<file path="src/rtl/alu_core.sv">
// alu_core: RV32I execute-stage ALU with a one-cycle registered result.
// Define ALU_MEXT_EN to build the single-cycle RV32M multiply/divide datapath.
module alu_core (
   input  logic        clk,
   input  logic        reset,
   input  logic [31:0] data1,
   input  logic [31:0] data2,
   input  logic [4:0]  alu_control,
   output logic [31:0] result
);

   localparam int unsigned XLEN  = 32;
   localparam int unsigned SHW   = 5;

   typedef enum logic [4:0] {
      OP_ADD    = 5'b00000,
      OP_SUB    = 5'b00001,
      OP_OR     = 5'b00010,
      OP_XOR    = 5'b00011,
      OP_AND    = 5'b00100,
      OP_SLL    = 5'b00101,
      OP_SRL    = 5'b00110,
      OP_SRA    = 5'b00111,
      OP_MUL    = 5'b01000,
      OP_MULH   = 5'b01001,
      OP_MULHSU = 5'b01010,
      OP_MULHU  = 5'b01011,
      OP_DIV    = 5'b01100,
      OP_DIVU   = 5'b01101,
      OP_REM    = 5'b01110,
      OP_REMU   = 5'b01111,
      OP_SLT    = 5'b10000,
      OP_SLTU   = 5'b10001,
      OP_PASSB  = 5'b10010
   } alu_op_e;

   alu_op_e          op;
   logic [SHW-1:0]   shamt;
   logic [XLEN-1:0]  result_c;

   assign op    = alu_op_e'(alu_control);
   assign shamt = data2[SHW-1:0];

`ifdef ALU_MEXT_EN
   logic              a_sext;
   logic              b_sext;
   logic [2*XLEN-1:0] mul_a;
   logic [2*XLEN-1:0] mul_b;
   logic [2*XLEN-1:0] product;
   logic              div_signed;
   logic              a_neg;
   logic              b_neg;
   logic              div_by_zero;
   logic [XLEN-1:0]   a_mag;
   logic [XLEN-1:0]   b_mag;
   logic [XLEN-1:0]   div_den;
   logic [XLEN-1:0]   quo_mag;
   logic [XLEN-1:0]   rem_mag;
   logic [XLEN-1:0]   quotient;
   logic [XLEN-1:0]   remainder;

   // One shared 64-bit multiplier; operand extension selects the signedness.
   always_comb begin
      a_sext  = (op == OP_MUL) || (op == OP_MULH) || (op == OP_MULHSU);
      b_sext  = (op == OP_MUL) || (op == OP_MULH);
      mul_a   = {{XLEN{a_sext & data1[XLEN-1]}}, data1};
      mul_b   = {{XLEN{b_sext & data2[XLEN-1]}}, data2};
      product = mul_a * mul_b;
   end

   // Sign-magnitude divider; 0x80000000 / -1 falls out as 0x80000000 rem 0.
   always_comb begin
      div_signed  = (op == OP_DIV) || (op == OP_REM);
      a_neg       = div_signed & data1[XLEN-1];
      b_neg       = div_signed & data2[XLEN-1];
      a_mag       = a_neg ? (XLEN'(0) - data1) : data1;
      b_mag       = b_neg ? (XLEN'(0) - data2) : data2;
      div_by_zero = (data2 == '0);
      div_den     = div_by_zero ? XLEN'(1) : b_mag;
      quo_mag     = a_mag / div_den;
      rem_mag     = a_mag % div_den;
      quotient    = (a_neg ^ b_neg) ? (XLEN'(0) - quo_mag) : quo_mag;
      remainder   = a_neg ? (XLEN'(0) - rem_mag) : rem_mag;
      if (div_by_zero) begin
         quotient  = '1;
         remainder = data1;
      end
   end
`endif

   // Next-result selection.
   always_comb begin
      result_c = '0;
      case (op)
         OP_ADD:    result_c = data1 + data2;
         OP_SUB:    result_c = data1 - data2;
         OP_OR:     result_c = data1 | data2;
         OP_XOR:    result_c = data1 ^ data2;
         OP_AND:    result_c = data1 & data2;
         OP_SLL:    result_c = data1 << shamt;
         OP_SRL:    result_c = data1 >> shamt;
         OP_SRA:    result_c = $signed(data1) >>> shamt;
`ifdef ALU_MEXT_EN
         OP_MUL:    result_c = product[XLEN-1:0];
         OP_MULH:   result_c = product[2*XLEN-1:XLEN];
         OP_MULHSU: result_c = product[2*XLEN-1:XLEN];
         OP_MULHU:  result_c = product[2*XLEN-1:XLEN];
         OP_DIV:    result_c = quotient;
         OP_DIVU:   result_c = quotient;
         OP_REM:    result_c = remainder;
         OP_REMU:   result_c = remainder;
`endif
         OP_SLT:    result_c = {{(XLEN-1){1'b0}}, ($signed(data1) < $signed(data2))};
         OP_SLTU:   result_c = {{(XLEN-1){1'b0}}, (data1 < data2)};
         OP_PASSB:  result_c = data2;
         default:   result_c = '0;
      endcase
   end

   // Result register; reset clears it immediately.
   always_ff @(posedge clk or posedge reset) begin
      if (reset) begin
         result <= '0;
      end else begin
         result <= result_c;
      end
   end

endmodule

</file>
<file path="config.mk">
export PLATFORM = sky130hd
export DESIGN_NAME = alu_core
export DESIGN_NICKNAME = d
export VERILOG_FILES = /design/src/rtl/alu_core.sv
export SDC_FILE = /design/constraint.sdc
export NUM_CORES = 1
export LEC_CHECK = 0
export ABC_AREA = 1
export CORE_UTILIZATION = 40
export CTS_BUF_LIST = sky130_fd_sc_hd__clkbuf_4 sky130_fd_sc_hd__clkbuf_8
export DETAILED_ROUTE_END_ITERATION = 8
export GPL_TIMING_DRIVEN = 1
export REMOVE_ABC_BUFFERS = 1
export SETUP_SLACK_MARGIN = 0.5
export SLEW_MARGIN = 10
export SYNTH_ARGS = -nofsm -noshare
export SYNTH_HDL_FRONTEND = slang
export SYNTH_SLANG_ARGS = --single-unit
</file>
<file path="constraint.sdc">
create_clock -name clk -period 2.2 [get_ports clk]
set_clock_uncertainty 0.15 [all_clocks]
set_input_delay 0.44 -clock clk [delete_from_list [all_inputs] [get_ports clk]]
set_output_delay 0.44 -clock clk [all_outputs]
set_load 0.02 [all_outputs]
</file>
* Word-level counts from Yosys, hierarchy flattened
Cells that the tools add are included. W data, S select, Z words.
Word-level totals: register bits 32, memories 0, input port bits 71, RAM bits 0, bits in latches 0, memory bits (read-only) 0
Cells by class: bitwise gates (word level) 3, multiplexer cells 1, order comparisons 2, reductions and logical operators 1, equality and inequality tests 10, shifts and indexed selects 3, multipliers 0, div/mod/pow operators 0, $add $sub $neg 2
Operators with widths (number):
- $pmux W32 S11 | 1
- $lt A32 B32 Y1 | 2
- $add A32 B32 Y32 | 1
- $and A32 B32 Y32 | 1
- $or A32 B32 Y32 | 1
- $shl A32 B5 Y32 | 1
- $shr A32 B5 Y32 | 1
- $sshr A32 B5 Y32 | 1
- $sub A32 B32 Y32 | 1
- $xor A32 B32 Y32 | 1
- $eq A5 B3 Y1 const B | 4
- $eq A5 B5 Y1 const B | 3
- $eq A5 B2 Y1 const B | 2
- $eq A5 B1 Y1 const B | 1
- $logic_not A5 Y1 | 1

* Logic depth before layout (Yosys ltp)
word-level depth 2, mapped depth 19, gate-level depth less buffers 16

* Worst setup path before layout
OpenSTA, ideal clock, no wires.
path type input port to flip-flop, start input port data2[2], end register result[0], setup slack -412 ps, required time 1933 ps, library setup time 117 ps, stages 18, buffers on the path 4, data arrival time 2345 ps, path through buf_2 inv_2 buf_2 buf_2 ha_1 buf_2 nor2_1 nand2_1 nand3_1 nand3_1 nand2_1 nand2_1 nand2_1 nand2_1 nand2_1 nor2_1 nor2_1 nand2_1
On the way: cells in the longest elaborated chain, start to end 2
RTL lines:
- from (decl) | line 7 | input logic [31:0] data2,
- $lt A32 B32 Y1 (tied with other cells) | line 114 | OP_SLTU: result_c = {{(XLEN-1){1'b0}}, (data1 < data2)};
- $pmux W32 S11 * | line 94 | case (op)
- named net result_c[0] | line 39 | logic [XLEN-1:0] result_c;
- to (signal assigned) | line 125 | result <= result_c;
- to (decl) | line 9 | output logic [31:0] result
Mark *: on every way through the listed nets, which the timed path passes. The rest lies on a longest branch.

* Final worst setup path
start input port data1[5], end register result[14]
On the way: cells in the longest elaborated chain, start to end 2
RTL lines:
- from (decl) | line 6 | input logic [31:0] data1,
- $sub A32 B32 Y32 (tied with other cells) | line 96 | OP_SUB: result_c = data1 - data2;
- $pmux W32 S11 * | line 94
- named net result_c[14] | line 39
Marked as above.

==> results.md <==
- Power share of the combinational group: 77.9%
- Largest family of logic cells by synthesized area: simple AND/OR/NAND/NOR gates
- Flops & latches, synth: 32
- Sum of buffers and inverters on the critical path: 4
- Fin crit share: 102%
- Status: finished, violations left
- Primary FF master, synth: dfrtp_1
- Post-Synth XOR/XNOR Area: 0.158%
- Arrival time worst endpoint: 2.34 ns
- DRT Pass-1 Iters: 7
- Fmax: 0.444 GHz
- Initial antenna violation count: 1
- Routed vias/inst: 6.00
- Post-route setup slack: -0.0507 ns
- Detailed Route WL: 71.3 mm
- Proportion of synthesized area in mux cells: 0%
- GRT overflow: 0
- Seq pwr share: 10.5%
- Top cells by count, synth: nand2_1, nand3_1, inv_1
- Die H: 168 µm
- Worst-margin pin slew: 0.393 ns
- Violated checks: setup timing
- RSZ-0062 raised after global routing: true
- Row count: 60
- Max Root-Sink Buffers: 2
- Layout Cells excl Fill: 3133
- Dpl ws: -0.958 ns
- Crit-path max FO: 5
- Yosys top cell by area: nand2_1
- Leak pwr: 10.9 nW
- Syn_area_per_cell: 5.06 µm²
- Synth Area in Compound Gates: 11.6%
- Sw frac: 51.5%
- Largest Register: result
- Synth top area share: 25.8%
- Vias: 18800
- Largest regs: result x32
- PD cells: 317 nW/µm²
- Endpoints failing setup: 3
- Post-synthesis async set-or-reset flop share: 100%
- Critical-path top delay cell: a21oi_2
- Post-route minimum period: 2.25 ns
- Gr usage total: 45.0%
- Synth warn: 0
- Synth Area in Simple Gates: 54.9%
- Switching power total: 3.27 mW
- Placed cell count: 3025
- Seq/Total Area, Yosys: 7.24%
- Synth cell types: 41
- CP endpoint kind: flop
- Max cap viols: 0
- Number of diodes: 0
- Vias in the first global route: 16900
- Cell with the most instances after synthesis: nand2_1
- Delay-heaviest family, CP: simple AND/OR/NAND/NOR gates
- Post-DP HPWL: 51.1 mm
- First-pass GRT wire length: 96.4 mm
- Starting density of the core: 40.9%
- Setup TNS: -0.101 ns
- Max reg flops: 32
- Slew Viols, Final: 0
- 1st-iter DRT viols: 2311
- Fin. Hold Viols: 0
- H-tree depth: 2
- Worst EP required: 2.29 ns
- Adder and majority cell fraction of the synthesized area: 11.4%
- Critical-path cell list: buf_2 > inv_2 > ha_4 > buf_6 > inv_1 > a21oi_2 > nand3_4 > nand2_1 > nand3_2 > xor2_1 > nor2_2 > nor2_4 > nand2_2
- Fin nets: 2962
- Clock Power Share: 11.6%
- Clk root buf: clkbuf_8
- Final ANT Viol Nets: 0
- CP max stage delay: 0.35 ns
- TritonCTS Buffers: 5
- EDFF count, synth: 0
- Fraction of layout cells with a size suffix above 1: 46.2%
- Clk sink count: 32
- Ranking of synthesized cells by area: nand2_1, nand3_1, ha_1
- Worst Hold Class: in2async
- Cell count after synthesis: 2188
- Area grow syn2layout: 81.2%
- DIE WIDTH: 168 µm
- Max transition margin: 73.5%
- Peak supply drop: 0.000242 V
- Final GP Congestion: 1.05
- Internal: 3.08 mW
- Setup CP Type: in2reg
- # DRC: 0
- Reg clk slew, reported paths: 0.11 ns
- DR WL/cell: 22.8 µm
- Critical Path Start: data1[5]
- Die area: 28300 µm²
- Area of the core: 27000 µm²
- Syn Std Cell Area: 11100 µm²
- Io pins: 103
- Critical Path Source Type: input pin
- Port Buffer Count: 102
- TritonCTS clock tree: built
- Largest net degree at the start of global routing: 65
==> placed cells by master, fill, tap and decap left out, drive strengths merged <==
| cell type | count |
|---|---|
| o22ai | 33 |
| nand3 | 392 |
| fa | 2 |
| clkdlybuf4s15 | 5 |
| o221ai | 3 |
| nand3b | 7 |
| nor3 | 30 |
| and2 | 13 |
| nand2 | 761 |
| o2111ai | 2 |
| clkinv | 2 |
| clkdlybuf4s50 | 1 |
| a31oi | 2 |
| o211ai | 16 |
| nor3b | 2 |
| a211oi | 2 |
| nor2 | 189 |
| dfrtp | 32 |
| ha | 98 |
| nor4 | 2 |
| or2 | 2 |
| a21oi | 78 |
| and3 | 1 |
| dlymetal6s2s | 32 |
| inv | 304 |
| o21a | 1 |
| o21ai | 81 |
| clkinvlp | 1 |
| xor2 | 2 |
| buf | 633 |
| bufinv | 1 |
| clkbuf | 24 |
| dlygate4sd2 | 2 |
| o21bai | 11 |
| nand4 | 25 |
==> cells by family (layout without fill, tap and decap cells) <==
| group | Yosys count | count (layout) |
|---|---|---|
| AND/OR/NAND/NOR | 1424 | 1424 |
| AO/OA/AOI/OAI | 229 | 229 |
| flip-flops | 32 | 32 |
| adder cells (fa/ha/maj) | 100 | 100 |
| XOR/XNOR | 2 | 2 |
| buffers and inverters | 401 | 1005 |
==> layer usage <==
layer  vias to the layer above  routed length [µm]  GRT usage, %
li1                       8265                   -             -
met1                      8676               26500          57.8
met2                      1420               31100          71.4
met3                       422                8300          8.32
met4                         0                5490          23.7
met5                         -                   0             0
==> cell type report <==
cell class	instances	area [µm²]
tap	341	427
inverter	305	1220
multi-input combinational	1755	11300
fill	2150	6980
timing repair buffer	692	6190
clock buffer	5	68.8
clock inverter	3	42.5
sequential	32	801
==> path summary, 6_finish.rpt <==
kind / endpoint / cells after the start
worst max-delay path: result[14] / 13
worst min-delay path: result[7] / 3
max in group asynchronous: result[27] / 3
min in group clk: result[0] / 5
==> worst min-delay path, delay by kind of cell <==
| family | cells | cell delay (ns) |
|---|---|---|
| buffers and inverters | 3 | 0.76 |
==> metrics by stage <==
| stage | hold WS (ns) | power, mW | area, µm² | utilization, % |
|---|---|---|---|---|
| 2_1_floorplan | 0.406 | 2.23 | 10600 | - |
| 5_1_grt | 0.332 | 6.57 | 20000 | 74.2 |
| 3_3_place_gp | 0.691 | 4.15 | 16000 | 59.1 |
| 3_5_place_dp | 0.706 | 4.17 | 16000 | 59.1 |
| 4_1_cts | 0.338 | 5.48 | 18100 | 67.0 |
| 6_report | 0.319 | 6.35 | 20000 | 74.2 |
==> power groups by stage <==
stage	logic, mW	clock network, mW	registers, mW
final	4.95	0.735	0.667
after global routing	5.17	0.733	0.667
after CTS	4.09	0.723	0.665
after detailed placement	3.50	0	0.676
after global placement	3.47	0	0.677
after floorplan	1.50	0	0.729
==> repair_timing <==
action | 4_1_cts | 5_1_grt
hold buffers | 0 | 0
pin swaps | 150 | 191
hold endpoints to repair | 0 | 0
cloned | 0 | 6
setup endpoints to repair | 64 | 64
gates resized for setup | 717 | 497
buffers inserted | 43 | 51
Note: power is estimated with default switching activity, not from simulation.
==> patch (same flow settings) <==
Set the localparam `SHW` to 6 (it was 5).
--- a/src/rtl/alu_core.sv
+++ b/src/rtl/alu_core.sv
@@ -10,7 +10,7 @@
 );
 
    localparam int unsigned XLEN  = 32;
-   localparam int unsigned SHW   = 5;
+   localparam int unsigned SHW   = 6;
 
    typedef enum logic [4:0] {
       OP_ADD    = 5'b00000,
Formal check against the unedited RTL: not equivalent (a bounded check fails within 4 cycles, from zero or initial values and one cycle with reset high).
==> patch against the original RTL <==
  * Worst hold slack gained 0.039 ns
  * Final area grew 3.7%
  * Power increased by 2.1%
  * Clock power is 8.7% higher
  * Area after synthesis grew 2.7%
  * Synthesized cell count up 2.5%
  * Sequential cell count is the same
  * Wire length grew 8.0%
  * Worst setup slack gained 0.056 ns
  * Critical path type unchanged
  * Largest power group unchanged
==> patch: results (changes against the original RTL) <==
Setup path
  • Crit path DAT: 2.27 ns (-0.07 ns)
  • Peak per-stage delay on the critical path: 0.25 ns (-0.10 ns)
  • CP endpoint: result[18]
  • Max Fanout on Critical Path: 3 (-2)
  • CP startpoint: data2[4]

Place
  • Dpl hpwl: 56.9 mm (+11%)
  • Placer Congestion: 1.05 (-0.74%)
  • Placed cell count: 3192 (+5.5%)

Global routing
  • Largest net degree at the start of global routing: 67 (+3.1%)
  • First-pass GRT wire length: 103 mm (+7.1%)
  • All-layer global routing usage: 0.484 (+0.0340)
  • Vias in the first global route: 17300 (+2.5%)

Synth
  • Post-synthesis area per instance: 5.07 sq um (+0.25%)
  • Area fraction in compound gates after synthesis: 0.115 (-0.00143)
  • Seq/Total Area, Yosys: 0.0705 (-0.00192)
  • Synth Area in XOR/XNOR: 0.00154 (-0.0000420)
  • Main area contributors after synthesis: nand2_1, nand3_1, ha_1

Cells and area
  • Non-Filler Instances: 3284 (+4.8%)
  • Fillers: 2190 (+1.9%)
  • Final nets: 3075 (+3.8%)

Routing
  • 1st-iter DRT viols: 2640 (+14%)
  • DRT Pass-1 Iters: 6 (-1)

Power
  • Leakage: 11.3 nW (+3.4%)
  • Cell-internal power: 3.13 mW (+1.5%)
  • Comb. pwr: 5.02 mW (+1%)
  • Sw frac: 0.518 (+0.00278)
  • Peak supply drop: 278 uV (+15%)

Status
  • Status: completed

CTS
  • Worst-path clk slew: 0.14 ns (+0.03 ns)

STA
  • Slew margin rel.: 0.556 (-0.179)
  • Finish-stage setup viols: 0 (-3)

Hold path
  • Hold WC Path Type: in2reg
==> patch: cell types whose count changed after synthesis, sizes merged, moves of 6 or more <==
cell and change:
nand4 +15, nor3 -11, inv +21, o22ai -6, and2 -11, nor2 +26, o21ai +12, buf -6
nand2 +11
==> patch: timing repair <==
item                                    in CTS  in global routing
buffers inserted                            35                 44
cloned                                       3                  1
endpoints found under the setup margin      64                 64
pin swaps                                  124                176
gates resized for setup                    714                540
==> patch: per-layer routing <==
| layer | global-route usage | wire length (microns) | share of wire | vias to the layer above |
|---|---|---|---|---|
| li1 | - | - | - | 8551 |
| met1 | 0.616 | 28800 | 0.37 | 8821 |
| met2 | 0.691 | 31000 | 0.40 | 1616 |
| met3 | 0.132 | 10400 | 0.14 | 361 |
| met4 | 0.367 | 6720 | 0.087 | 2 |
| met5 | 0 | 118 | 0.0015 | - |
==> patch: cell type report <==
class / instances / area (sq um) / area share
timing repair buffer: 744 / 6410 / 0.308
multi-input combinational: 1795 / 11700 / 0.562
inverter: 326 / 1290 / 0.0621
clock inverter: 1 / 30.0 / 0.00144
antenna: 1 / 2.50 / 0.000120
tap: 378 / 473 / 0.0228
clock buffer: 7 / 96.3 / 0.00464
sequential: 32 / 801 / 0.0385
==> patch: through the flow <==
stage | utilization | hold slack, ns | setup TNS, ns | setup slack [ns] | instance area, sq um
after floorplan | - | 0.406 | -19.68 | -0.787 | 10900
after global placement | 0.600 | 0.789 | -26.69 | -1.00 | 16700
after detailed placement | 0.600 | 0.814 | -27.52 | -1.03 | 16700
after CTS | 0.678 | 0.422 | 0 | 0.0385 | 18900
after global routing | 0.746 | 0.396 | -0.230 | -0.0697 | 20800
final | 0.746 | 0.358 | 0 | 0.00550 | 20800
